--- src/rtl/div3_serial_if.sv ---
// Handshake bundle for the serial divide-by-3 unit.
// Signals:
//   in_valid/in_ready/in_data       operand side (producer -> divider)
//   out_valid/out_ready             result side (divider -> consumer)
//   quotient/remainder              result payload
// Modports: slave = divider, master = the agent that drives operands and consumes results.
interface div3_serial_if #(
    parameter int unsigned DATA_LEN = 8
);
    logic                in_valid;
    logic                in_ready;
    logic [DATA_LEN-1:0] in_data;
    logic                out_valid;
    logic                out_ready;
    logic [DATA_LEN-1:0] quotient;
    logic [1:0]          remainder;

    modport slave (
        input  in_valid,
        input  in_data,
        input  out_ready,
        output in_ready,
        output out_valid,
        output quotient,
        output remainder
    );

    modport master (
        output in_valid,
        output in_data,
        output out_ready,
        input  in_ready,
        input  out_valid,
        input  quotient,
        input  remainder
    );
endinterface

--- src/rtl/div3_serial.sv ---
// Sequential divide-by-3: MSB-first long division of an unsigned DATA_LEN-bit
// operand, producing the full quotient and a 2-bit remainder (0..2).
// Ports:
//   clk    rising-edge clock
//   rst_n  synchronous active-low reset
//   bus    div3_serial_if.slave: in_valid/in_ready/in_data, out_valid/out_ready,
//          quotient/remainder (all outputs registered)
// Build option: define DIV3_FAST_EN to retire 2 operand bits per cycle
// (DATA_LEN must then be even); results are identical in both builds.
module div3_serial #(
    parameter int unsigned DATA_LEN = 8,
    parameter int unsigned CNT_LEN  = 4
) (
    input  logic          clk,
    input  logic          rst_n,
    div3_serial_if.slave  bus
);

`ifdef DIV3_FAST_EN
    localparam int unsigned BITS_PER_STEP = 2;
`else
    localparam int unsigned BITS_PER_STEP = 1;
`endif
    localparam logic [CNT_LEN-1:0] CNT_INIT = CNT_LEN'(DATA_LEN / BITS_PER_STEP - 1);

    // Elaboration-time parameter sanity
    if (DATA_LEN < 2) begin : g_len_chk
        $error("div3_serial: DATA_LEN must be >= 2");
    end
    if ((2 ** CNT_LEN) <= DATA_LEN) begin : g_cnt_chk
        $error("div3_serial: CNT_LEN too small for DATA_LEN");
    end
`ifdef DIV3_FAST_EN
    if ((DATA_LEN % 2) != 0) begin : g_even_chk
        $error("div3_serial: DATA_LEN must be even with DIV3_FAST_EN");
    end
`endif

    typedef enum logic [1:0] {
        IDLE = 2'd0,
        CALC = 2'd1,
        DONE = 2'd2
    } state_t;

    state_t              state_q, state_d;
    logic [DATA_LEN-1:0] shift_q, shift_d;
    logic [DATA_LEN-1:0] acc_q, acc_d;
    logic [1:0]          rem_q, rem_d;
    logic [CNT_LEN-1:0]  cnt_q, cnt_d;
    logic                in_ready_q, in_ready_d;
    logic                out_valid_q, out_valid_d;
    logic [DATA_LEN-1:0] quot_q, quot_d;
    logic [1:0]          rem_out_q, rem_out_d;

    logic [DATA_LEN-1:0] shift_step;
    logic [DATA_LEN-1:0] acc_step;
    logic [1:0]          rem_step;

    // One remainder-recurrence step: t = 2*rem + b; returns {qbit, rem_next}
    function automatic logic [2:0] div3_step(input logic [1:0] rem, input logic b);
        logic [2:0] t;
        t = {rem, b};
        if (t >= 3'd3) begin
            return {1'b1, 2'(t - 3'd3)};
        end
        return {1'b0, t[1:0]};
    endfunction

`ifdef DIV3_FAST_EN
    logic [2:0] step_hi;
    logic [2:0] step_lo;

    // Two chained recurrence steps per cycle
    always_comb begin
        step_hi    = div3_step(rem_q, shift_q[DATA_LEN-1]);
        step_lo    = div3_step(step_hi[1:0], shift_q[DATA_LEN-2]);
        acc_step   = (acc_q << 2) | DATA_LEN'({step_hi[2], step_lo[2]});
        rem_step   = step_lo[1:0];
        shift_step = shift_q << 2;
    end
`else
    logic [2:0] step_one;

    // Single recurrence step per cycle
    always_comb begin
        step_one   = div3_step(rem_q, shift_q[DATA_LEN-1]);
        acc_step   = (acc_q << 1) | DATA_LEN'(step_one[2]);
        rem_step   = step_one[1:0];
        shift_step = shift_q << 1;
    end
`endif

    // State and datapath registers
    always_ff @(posedge clk) begin
        if (!rst_n) begin
            state_q     <= IDLE;
            shift_q     <= '0;
            acc_q       <= '0;
            rem_q       <= '0;
            cnt_q       <= '0;
            in_ready_q  <= 1'b1;
            out_valid_q <= 1'b0;
            quot_q      <= '0;
            rem_out_q   <= '0;
        end else begin
            state_q     <= state_d;
            shift_q     <= shift_d;
            acc_q       <= acc_d;
            rem_q       <= rem_d;
            cnt_q       <= cnt_d;
            in_ready_q  <= in_ready_d;
            out_valid_q <= out_valid_d;
            quot_q      <= quot_d;
            rem_out_q   <= rem_out_d;
        end
    end

    // Next-state and next-output logic
    always_comb begin
        state_d     = state_q;
        shift_d     = shift_q;
        acc_d       = acc_q;
        rem_d       = rem_q;
        cnt_d       = cnt_q;
        in_ready_d  = in_ready_q;
        out_valid_d = out_valid_q;
        quot_d      = quot_q;
        rem_out_d   = rem_out_q;

        case (state_q)
            IDLE: begin
                in_ready_d  = 1'b1;
                out_valid_d = 1'b0;
                if (bus.in_valid && in_ready_q) begin
                    shift_d    = bus.in_data;
                    acc_d      = '0;
                    rem_d      = '0;
                    cnt_d      = CNT_INIT;
                    in_ready_d = 1'b0;
                    state_d    = CALC;
                end
            end
            CALC: begin
                in_ready_d = 1'b0;
                shift_d    = shift_step;
                acc_d      = acc_step;
                rem_d      = rem_step;
                if (cnt_q == '0) begin
                    // Publish the result on the same edge the last bits retire
                    quot_d      = acc_step;
                    rem_out_d   = rem_step;
                    out_valid_d = 1'b1;
                    state_d     = DONE;
                end else begin
                    cnt_d = cnt_q - CNT_LEN'(1);
                end
            end
            DONE: begin
                in_ready_d = 1'b0;
                if (out_valid_q && bus.out_ready) begin
                    out_valid_d = 1'b0;
                    in_ready_d  = 1'b1;
                    state_d     = IDLE;
                end
            end
            default: begin
                state_d     = IDLE;
                in_ready_d  = 1'b1;
                out_valid_d = 1'b0;
            end
        endcase
    end

    assign bus.in_ready  = in_ready_q;
    assign bus.out_valid = out_valid_q;
    assign bus.quotient  = quot_q;
    assign bus.remainder = rem_out_q;

endmodule
--- src/flat_wrapper.sv ---
// flat-port wrapper written by rule: the top's interface ports become plain ports
module div3_serial_flat 
#(
    parameter int unsigned DATA_LEN = 8,
    parameter int unsigned CNT_LEN  = 4
)
  (clk, rst_n, bus_in_valid, bus_in_data, bus_out_ready, bus_in_ready, bus_out_valid, bus_quotient, bus_remainder);
  div3_serial_if #(.DATA_LEN(DATA_LEN)) bus_i ();
  input  logic clk;
  input  logic rst_n;
  input wire logic [$bits(bus_i.in_valid)-1:0] bus_in_valid;
  input wire logic [$bits(bus_i.in_data)-1:0] bus_in_data;
  input wire logic [$bits(bus_i.out_ready)-1:0] bus_out_ready;
  output wire logic [$bits(bus_i.in_ready)-1:0] bus_in_ready;
  output wire logic [$bits(bus_i.out_valid)-1:0] bus_out_valid;
  output wire logic [$bits(bus_i.quotient)-1:0] bus_quotient;
  output wire logic [$bits(bus_i.remainder)-1:0] bus_remainder;
  assign bus_i.in_valid = bus_in_valid;
  assign bus_i.in_data = bus_in_data;
  assign bus_i.out_ready = bus_out_ready;
  assign bus_in_ready = bus_i.in_ready;
  assign bus_out_valid = bus_i.out_valid;
  assign bus_quotient = bus_i.quotient;
  assign bus_remainder = bus_i.remainder;
  div3_serial #(.DATA_LEN(DATA_LEN), .CNT_LEN(CNT_LEN)) u_core (.clk(clk), .rst_n(rst_n), .bus(bus_i));
endmodule
--- config.mk ---
export PLATFORM = sky130hd
export DESIGN_NAME = div3_serial_flat
export DESIGN_NICKNAME = d
export VERILOG_FILES = /design/src/rtl/div3_serial_if.sv /design/src/rtl/div3_serial.sv /design/src/flat_wrapper.sv
export SDC_FILE = /design/constraint.sdc
export NUM_CORES = 1
export LEC_CHECK = 0
export ABC_AREA = 1
export BUFFER_PORTS_ARGS = -buffer_cell sky130_fd_sc_hd__buf_2
export CORE_MARGIN = 1
export CORE_UTILIZATION = 51
export DETAILED_ROUTE_END_ITERATION = 16
export GPL_TIMING_DRIVEN = 0
export HOLD_SLACK_MARGIN = 0.05
export PLACE_DENSITY = 0.85
export SLEW_MARGIN = 25
export SYNTH_ARGS = -nofsm -noshare
export SYNTH_HDL_FRONTEND = slang
export SYNTH_SLANG_ARGS = --single-unit
--- constraint.sdc ---
create_clock -name clk -period 2.6 [get_ports clk]
set_input_delay 0.26 -clock clk [delete_from_list [all_inputs] [get_ports clk]]
set_output_delay 0.26 -clock clk [all_outputs]
set_load 0.02 [all_outputs]
==> results by group, run 1 <==
STA
  • Max Slew Vio Count: 0
  • Hold Slack: 0.1872 ns
  • Sum Neg Setup Slack: 0 ns
  • Worst slew pin tran: 0.5296 ns
  • Tmin final: 1.390 ns
  • Hold Fails Final Rpt: 0
  • Final Cycle Share: 53.48%
  • F_max: 719.2 MHz
  • Slew HR: 64.69%
  • Final setup viols: 0
  • Worst clock skew: 0.02100 ns
  • Unrepaired setup endpoints after global routing: no

Drt
  • Drt wl/cell: 11.57 microns
  • DR iter-0 viols: 47
  • DR vias/cell: 5.254
  • Detailed-route DRC error count: 0
  • DRT Pass-1 Iters: 4
  • DRT antenna net count: 0
  • Vias: 1,408
  • Post-Route WL: 3100 microns

Finish
  • ANT cells: 0
  • Final Non-Filler Cells: 268
  • Share of layout cells above drive strength 1: 19.83%
  • Filler instances: 271
  • Fin util: 62.17%
  • P&R area growth vs syn: 13.65%
  • Final nets: 250
  • Post-route cell area: 0.001729 sq mm

Clock tree
  • CTS resizes: 0
  • CTS Sinks: 35
  • CTS tree: built
  • Clk root buf: clkbuf_4
  • Hold_buf cts: 0
  • H-tree depth: 2
  • Clock-pin slew on the worst setup and hold paths: 0.12 ns
  • CTS Buf Count: 5
  • CTS Buffer Depth: 2
  • # Post-CTS Setup Buffers: 0
  • Worst skew pair latency: 0.35 ns

Placement
  • RePlAce Congestion: 0.8190
  • Post-Place Cell Area: 0.001675 sq mm
  • # placed instances: 260
  • Hpwl dp: 2192 microns
  • Port Buffers: 23

Synthesis
  • Top cell type's share of synthesized area: 46.05%
  • Count leader, synth: nand2_1
  • Top post-synthesis cells by area: dfxtp_1, nand2_1, nand3_1, a21oi_1, nor2_1
  • Synth Instances: 206
  • Mapped Nets: 220
  • Most used DFF post-synth: dfxtp_1
  • EDFF count, synth: 0
  • Async SR Flop Fraction: 0%
  • Mapped Area: 0.001521 sq mm
  • Avg Cell Area, Syn: 7.386 sq um
  • Largest area contributor in the netlist: dfxtp_1
  • Synth cell types: 23
  • Part of the Yosys area used for sequential elements: 46.05%
  • Yosys reg bits: 35
  • Synth warn: 0
  • Most frequent cells after synthesis: nand2_1, dfxtp_1, nand3_1

Floorplanning
  • IO Pins: 24
  • Die Width: 56.62 microns
  • Cell Rows: 19
  • Chip height: 56.62 microns
  • Die area: 0.003206 sq mm
  • Starting Density: 54.70%
  • Core area: 0.002781 sq mm

Power
  • Pwr Density: 814.5 mW/mm^2
  • VDD IR max: 0.4998 mV
  • Static Leak: 0.0007616 uW

GRT
  • Total global-route track usage: 21.69%
  • Vias in the first global route: 1,285
  • First-pass GRT wire length: 5319 microns
  • Largest net degree at the start of global routing: 12
  • Initial antenna violation count: 0
  • GRT Residual Overflow: 0

Hold path
  • Hold Path Cell Cnt: 3
  • Hold Crit Class: primary input to flip-flop

Outcome
  • Outcome: complete, no violations

Setup path
  • Worst Setup Path Type: flip-flop to flip-flop
  • CP max stage delay: 0.37 ns
  • Worst Setup End Kind: flip-flop
  • Crit path DAT: 1.63 ns
  • Minimum setup slack among reg-to-reg paths: 1.21 ns
  • Worst-path maximum fanout: 10
  • Crit-path cells: inv_1 -> ha_1 -> nand2_1 -> nor2_1 -> buf_4 -> o21ai_0 -> nor2_1
  • Slowest stage cell, crit path: dfxtp_1
  • R2R cell count: 7
  • CP Launch Type: flip-flop
  • WP data required: 2.84 ns
  • CP most frequent cell: nor2_1

Run
  • Max Cap Viol: 0
-- final cells by class --
| type | instances | area, sq um | share of cell area, % |
|---|---|---|---|
| Buffer | 10 | 70.07 | 4.052 |
| Clock buffer | 6 | 41.29 | 2.388 |
| Clock inverter | 2 | 12.51 | 0.7236 |
| Inverter | 11 | 43.79 | 2.533 |
| Multi-Input combinational cell | 150 | 706.9 | 40.88 |
| Sequential cell | 35 | 700.7 | 40.52 |
| Tap cell | 31 | 38.79 | 2.243 |
| Timing Repair Buffer | 23 | 115.1 | 6.657 |
-- registers in the layout (all words and copies together), names as in the netlist --
signal / cells
u_core.acc_q: 7
u_core.shift_q: 8
u_core.state_q: 2
u_core.cnt_q: 4
u_core.bus.remainder: 2
u_core.bus.quotient: 8
u_core.bus.out_valid: 1
u_core.bus.in_ready: 1
u_core.rem_q: 2
-- path summary, 6_finish.rpt --
| path | startpoint | end |
|---|---|---|
| worst max-delay path | u_core.cnt_q[0] | u_core.bus.remainder[0] |
| worst min-delay path | rst_n | u_core.bus.remainder[1] |
| worst max register to register | u_core.cnt_q[0] | u_core.bus.remainder[0] |
| worst min register to register | u_core.bus.quotient[1] | u_core.bus.quotient[1] |
-- metal layers --
metal / wire, microns / track usage, %
met5: 0 / 0
met4: 53 / 10.10
met3: 140 / 7.143
met2: 1489 / 36.30
met1: 1416 / 24.82
-- worst max-delay path, delay by kind of cell (launching register included) --
family	cells	cell delay, ns
flops	1	0.37
simple gates	3	0.26
buf+inv	2	0.25
fa+ha+maj	1	0.25
compound gates	1	0.16
-- where the power goes --
| group | leakage (uW) | internal [uW] | switching [uW] | total (uW) |
|---|---|---|---|---|
| clock | 0.0000282 | 104 | 189 | 294 |
| sequential | 0.000286 | 612 | 48.3 | 660 |
| combinational | 0.000448 | 164 | 290 | 454 |
-- through the flow --
step	power (uW)	worst slack (ns)
finish	1408	1.210
global route	1498	1.088
CTS	1415	1.211
detailed placement	1128	1.261
global placement	1116	1.284
floorplan	1016	1.385
-- cells by family after synthesis --
group | share of synthesized area [%]
AO/OA/AOI/OAI | 13.24
buffers and inverters | 7.484
AND/OR/NAND/NOR | 31.58
flip-flops | 46.05
adder cells (fa/ha/maj) | 1.644
-- cells in the final DEF, fill, tap and decap left out, drive strengths merged --
| master | synthesis | layout |
|---|---|---|
| nand2 | 49 | 49 |
| nor2 | 24 | 24 |
| inv | 11 | 11 |
| dfxtp | 35 | 35 |
| nor3 | 1 | 1 |
| or2 | 1 | 1 |
| buf | 7 | 30 |
| nand3 | 34 | 34 |
| ha | 2 | 2 |
| clkbuf | 3 | 9 |
| o211ai | 1 | 1 |
| clkinvlp | 0 | 1 |
| a21oi | 25 | 25 |
| clkinv | 0 | 1 |
| o21ai | 13 | 13 |
Note: power is estimated with default switching activity, not from simulation.
==> inputs of run 2 (changes only) <==
- clock period: 2.6 -> 1.4 ns (I/O delays scaled with it)
==> run 2 against run 1 <==
  * Core utilization rose by 0.72 points
  * Critical path depth did not move
  * Via count rose by 0.85%
  * Clock skew fell by 0.0027 ns
  * Die area did not move
  * Worst setup slack got worse by 1.1 ns
  * Routed wire length rose by 2.5%
  * Critical endpoint unchanged
  * Largest cell class unchanged
  * Highest routed layer unchanged
==> results by group, run 2 (synthesis gave the netlist of run 1 again) <==
Setup path
  • Worst r2r src: u_core.cnt_q[0]
  • Worst-path maximum fanout: 5 (-5)
  • Crit-path cells: inv_1 -> ha_2 -> nand2_2 -> nor2_4 -> buf_4 -> o21ai_0 -> nor2_1
  • RR Endpoint: u_core.bus.remainder[0]
  • Cell family with most CP delay: flip-flops
  • Cell count along the critical path: 7 (unchanged)
  • Slowest stage cell, crit path: dfxtp_1
  • Crit path to: u_core.bus.remainder[0]
  • Worst Setup Path Type: flip-flop to flip-flop
  • WP data required: 1.68 ns (-1.16 ns)
  • Worst Setup End Kind: flip-flop
  • R2R cell count: 7 (unchanged)
  • Critical Path Source: u_core.cnt_q[0]
  • CP max stage delay: 0.34 ns (-0.03 ns)
  • CP Launch Type: flip-flop
  • Minimum setup slack among reg-to-reg paths: 0.1 ns (-1.11 ns)
  • Crit path DAT: 1.58 ns (-0.05 ns)
  • Worst Path Buf+Inv: 2 (unchanged)

STA
  • Max Slew Vio Count: 0 (unchanged)
  • Final setup viols: 0 (unchanged)
  • Hold Fails Final Rpt: 0 (unchanged)
  • Sum Neg Setup Slack: 0 ns (unchanged)
  • Tmin final: 1.304 ns (-0.08661 ns)
  • Worst clock skew: 0.01833 ns (-0.002661 ns)
  • F_max: 767.0 MHz (+6.6%)
  • Slew HR: 65.21% (+0.52 points)
  • Final setup margin: 0.09620 ns (-1.113 ns)
  • Unrepaired setup endpoints after global routing: no
  • Final Cycle Share: 93.13% (+40 points)
  • Worst slew pin tran: 0.5219 ns (-0.007726 ns)

Power
  • Static Leak: 0.0007670 uW (+0.70%)
  • VDD IR max: 0.9289 mV (+86%)
  • Switching share of power: 37.73% (+0.26 points)
  • Power Total: 2649 uW (+88%)
  • Clock power share: 20.3% (-0.6 points)
  • Power share of the combinational group: 33.4% (+1.1 points)
  • Pwr Density: 1514 mW/mm^2 (+86%)
  • Sequential power share: 46.3% (-0.6 points)
  • Pint: 1650 uW (+87%)
  • Switch Pwr: 999.5 uW (+89%)

Clock tree
  • Clk root buf: clkbuf_4
  • CTS Sinks: 35 (unchanged)
  • CTS Buffer Depth: 2 (unchanged)
  • CTS Buf Count: 5 (unchanged)
  • CTS tree: built
  • Clock-pin slew on the worst setup and hold paths: 0.12 ns (about the same)
  • H-tree depth: 2 (unchanged)
  • Worst skew pair latency: 0.35 ns (about the same)
  • # Post-CTS Setup Buffers: 0 (unchanged)

Finish
  • Share of layout cells above drive strength 1: 21.43% (+1.6 points)
  • ANT cells: 0 (unchanged)
  • Final nets: 251 (+0.40%)
  • P&R area growth vs syn: 14.97%
  • Fin util: 62.89% (+0.72 points)
  • Most frequent cells in the layout: nand2_1, dfxtp_1, nand3_1, buf_2, a21oi_1
  • Most common cell after layout, fill and taps aside: nand2_1

GRT
  • First-pass GRT wire length: 5319 microns (unchanged)
  • Vias in the first global route: 1,285 (unchanged)
  • GRT Residual Overflow: 0 (unchanged)
  • Largest net degree at the start of global routing: 12 (unchanged)
  • Initial antenna violation count: 0 (unchanged)
  • Total global-route track usage: 21.69% (unchanged)

Placement
  • Hpwl dp: 2192 microns (unchanged)
  • Port Buffers: 23 (unchanged)
  • RePlAce Congestion: 0.8190 (unchanged)
  • Place WS: 0.06124 ns (-1.200 ns)

Drt
  • DRT Pass-1 Iters: 4 (unchanged)
  • DR vias/cell: 5.279 (+0.48%)
  • Post-Route WL: 3176 microns (+2.5%)
  • Vias: 1,420 (+0.85%)
  • DRT antenna net count: 0 (unchanged)
  • DR iter-0 viols: 43 (-8.5%)
  • Detailed-route DRC error count: 0 (unchanged)
  • Drt wl/cell: 11.81 microns (+2.1%)

Floorplanning
  • Starting Density: 54.70% (unchanged)
  • Core area: 0.002781 sq mm (unchanged)
  • Die area: 0.003206 sq mm (unchanged)
  • Die Width: 56.62 microns (unchanged)
  • Cell Rows: 19 (unchanged)
  • Chip height: 56.62 microns (unchanged)
  • IO Pins: 24 (unchanged)

Run
  • Max Cap Viol: 0 (unchanged)

Outcome
  • Outcome: complete, no violations

Hold path
  • Hold Crit Class: primary input to flip-flop
-- run 2: cell types whose count changed in the layout (fill, tap and decap cells not counted), sizes merged --
cell,delta
buf,+1
-- run 2: power by group through the flow --
stage               clock network [uW]  logic (uW)  registers, uW
floorplan                            0         581           1310
global placement                     0         831           1240
detailed placement                   0         847           1250
CTS                                553         850           1220
global route                       591         986           1240
finish                             538         884           1230
-- run 2: area by class of cell --
cell class              instances  area (sq um)
well taps                      31         38.79
inverters                      11         46.29
fillers                       266          1032
repair buffers                 24         120.1
plain buffers                  10         70.07
clock inverters                 2         12.51
multi-input cells             150         719.4
flip-flops and latches         35         700.7
clock buffers                   6         41.29
-- run 2: repair_timing --
| action | 4_1_cts | 5_1_grt |
|---|---|---|
| resized for setup | 0 | 6 |
| hold buffers | 0 | 0 |
| endpoints found under the setup margin | 0 | 12 |
-- run 2: worst min path at each step --
stage	from	endpoint	slack (ns)	depth (start not counted)
after global routing	rst_n	u_core.bus.remainder[1]	0.06	3
final	rst_n	u_core.bus.remainder[1]	0.07	3
after CTS	rst_n	u_core.bus.remainder[1]	0.06	3
after floorplan	rst_n	u_core.bus.remainder[1]	0.28	2
after detailed placement	rst_n	u_core.bus.remainder[1]	0.44	3
after global placement	rst_n	u_core.cnt_q[0]	0.42	3
-- run 2: metal layers --
layer / track usage [%] / share of wire [%] / vias to the layer above
li1: - / - / 747
met1: 24.82 / 45 / 632
met2: 36.30 / 48 / 33
met3: 7.143 / 5.1 / 8
met4: 10.10 / 2.0 / 0
met5: 0 / 0 / -
-- run 2: stage by stage --
stage | instance area, sq um | hold slack (ns) | instances
2_1_floorplan | 1521 | 0.2784 | 206
3_3_place_gp | 1675 | 0.4248 | 260
3_5_place_dp | 1675 | 0.4385 | 260
4_1_cts | 1729 | 0.05855 | 268
5_1_grt | 1749 | 0.06198 | 269
6_report | 1749 | 0.07236 | 269
-- run 2: worst reg2reg max path, cell delays in order (launching register included) --
cell     delay (ns)
dfxtp_1        0.34
inv_1          0.11
ha_2           0.23
nand2_2        0.10
nor2_4         0.13
buf_4          0.16
o21ai_0        0.08
nor2_1         0.10
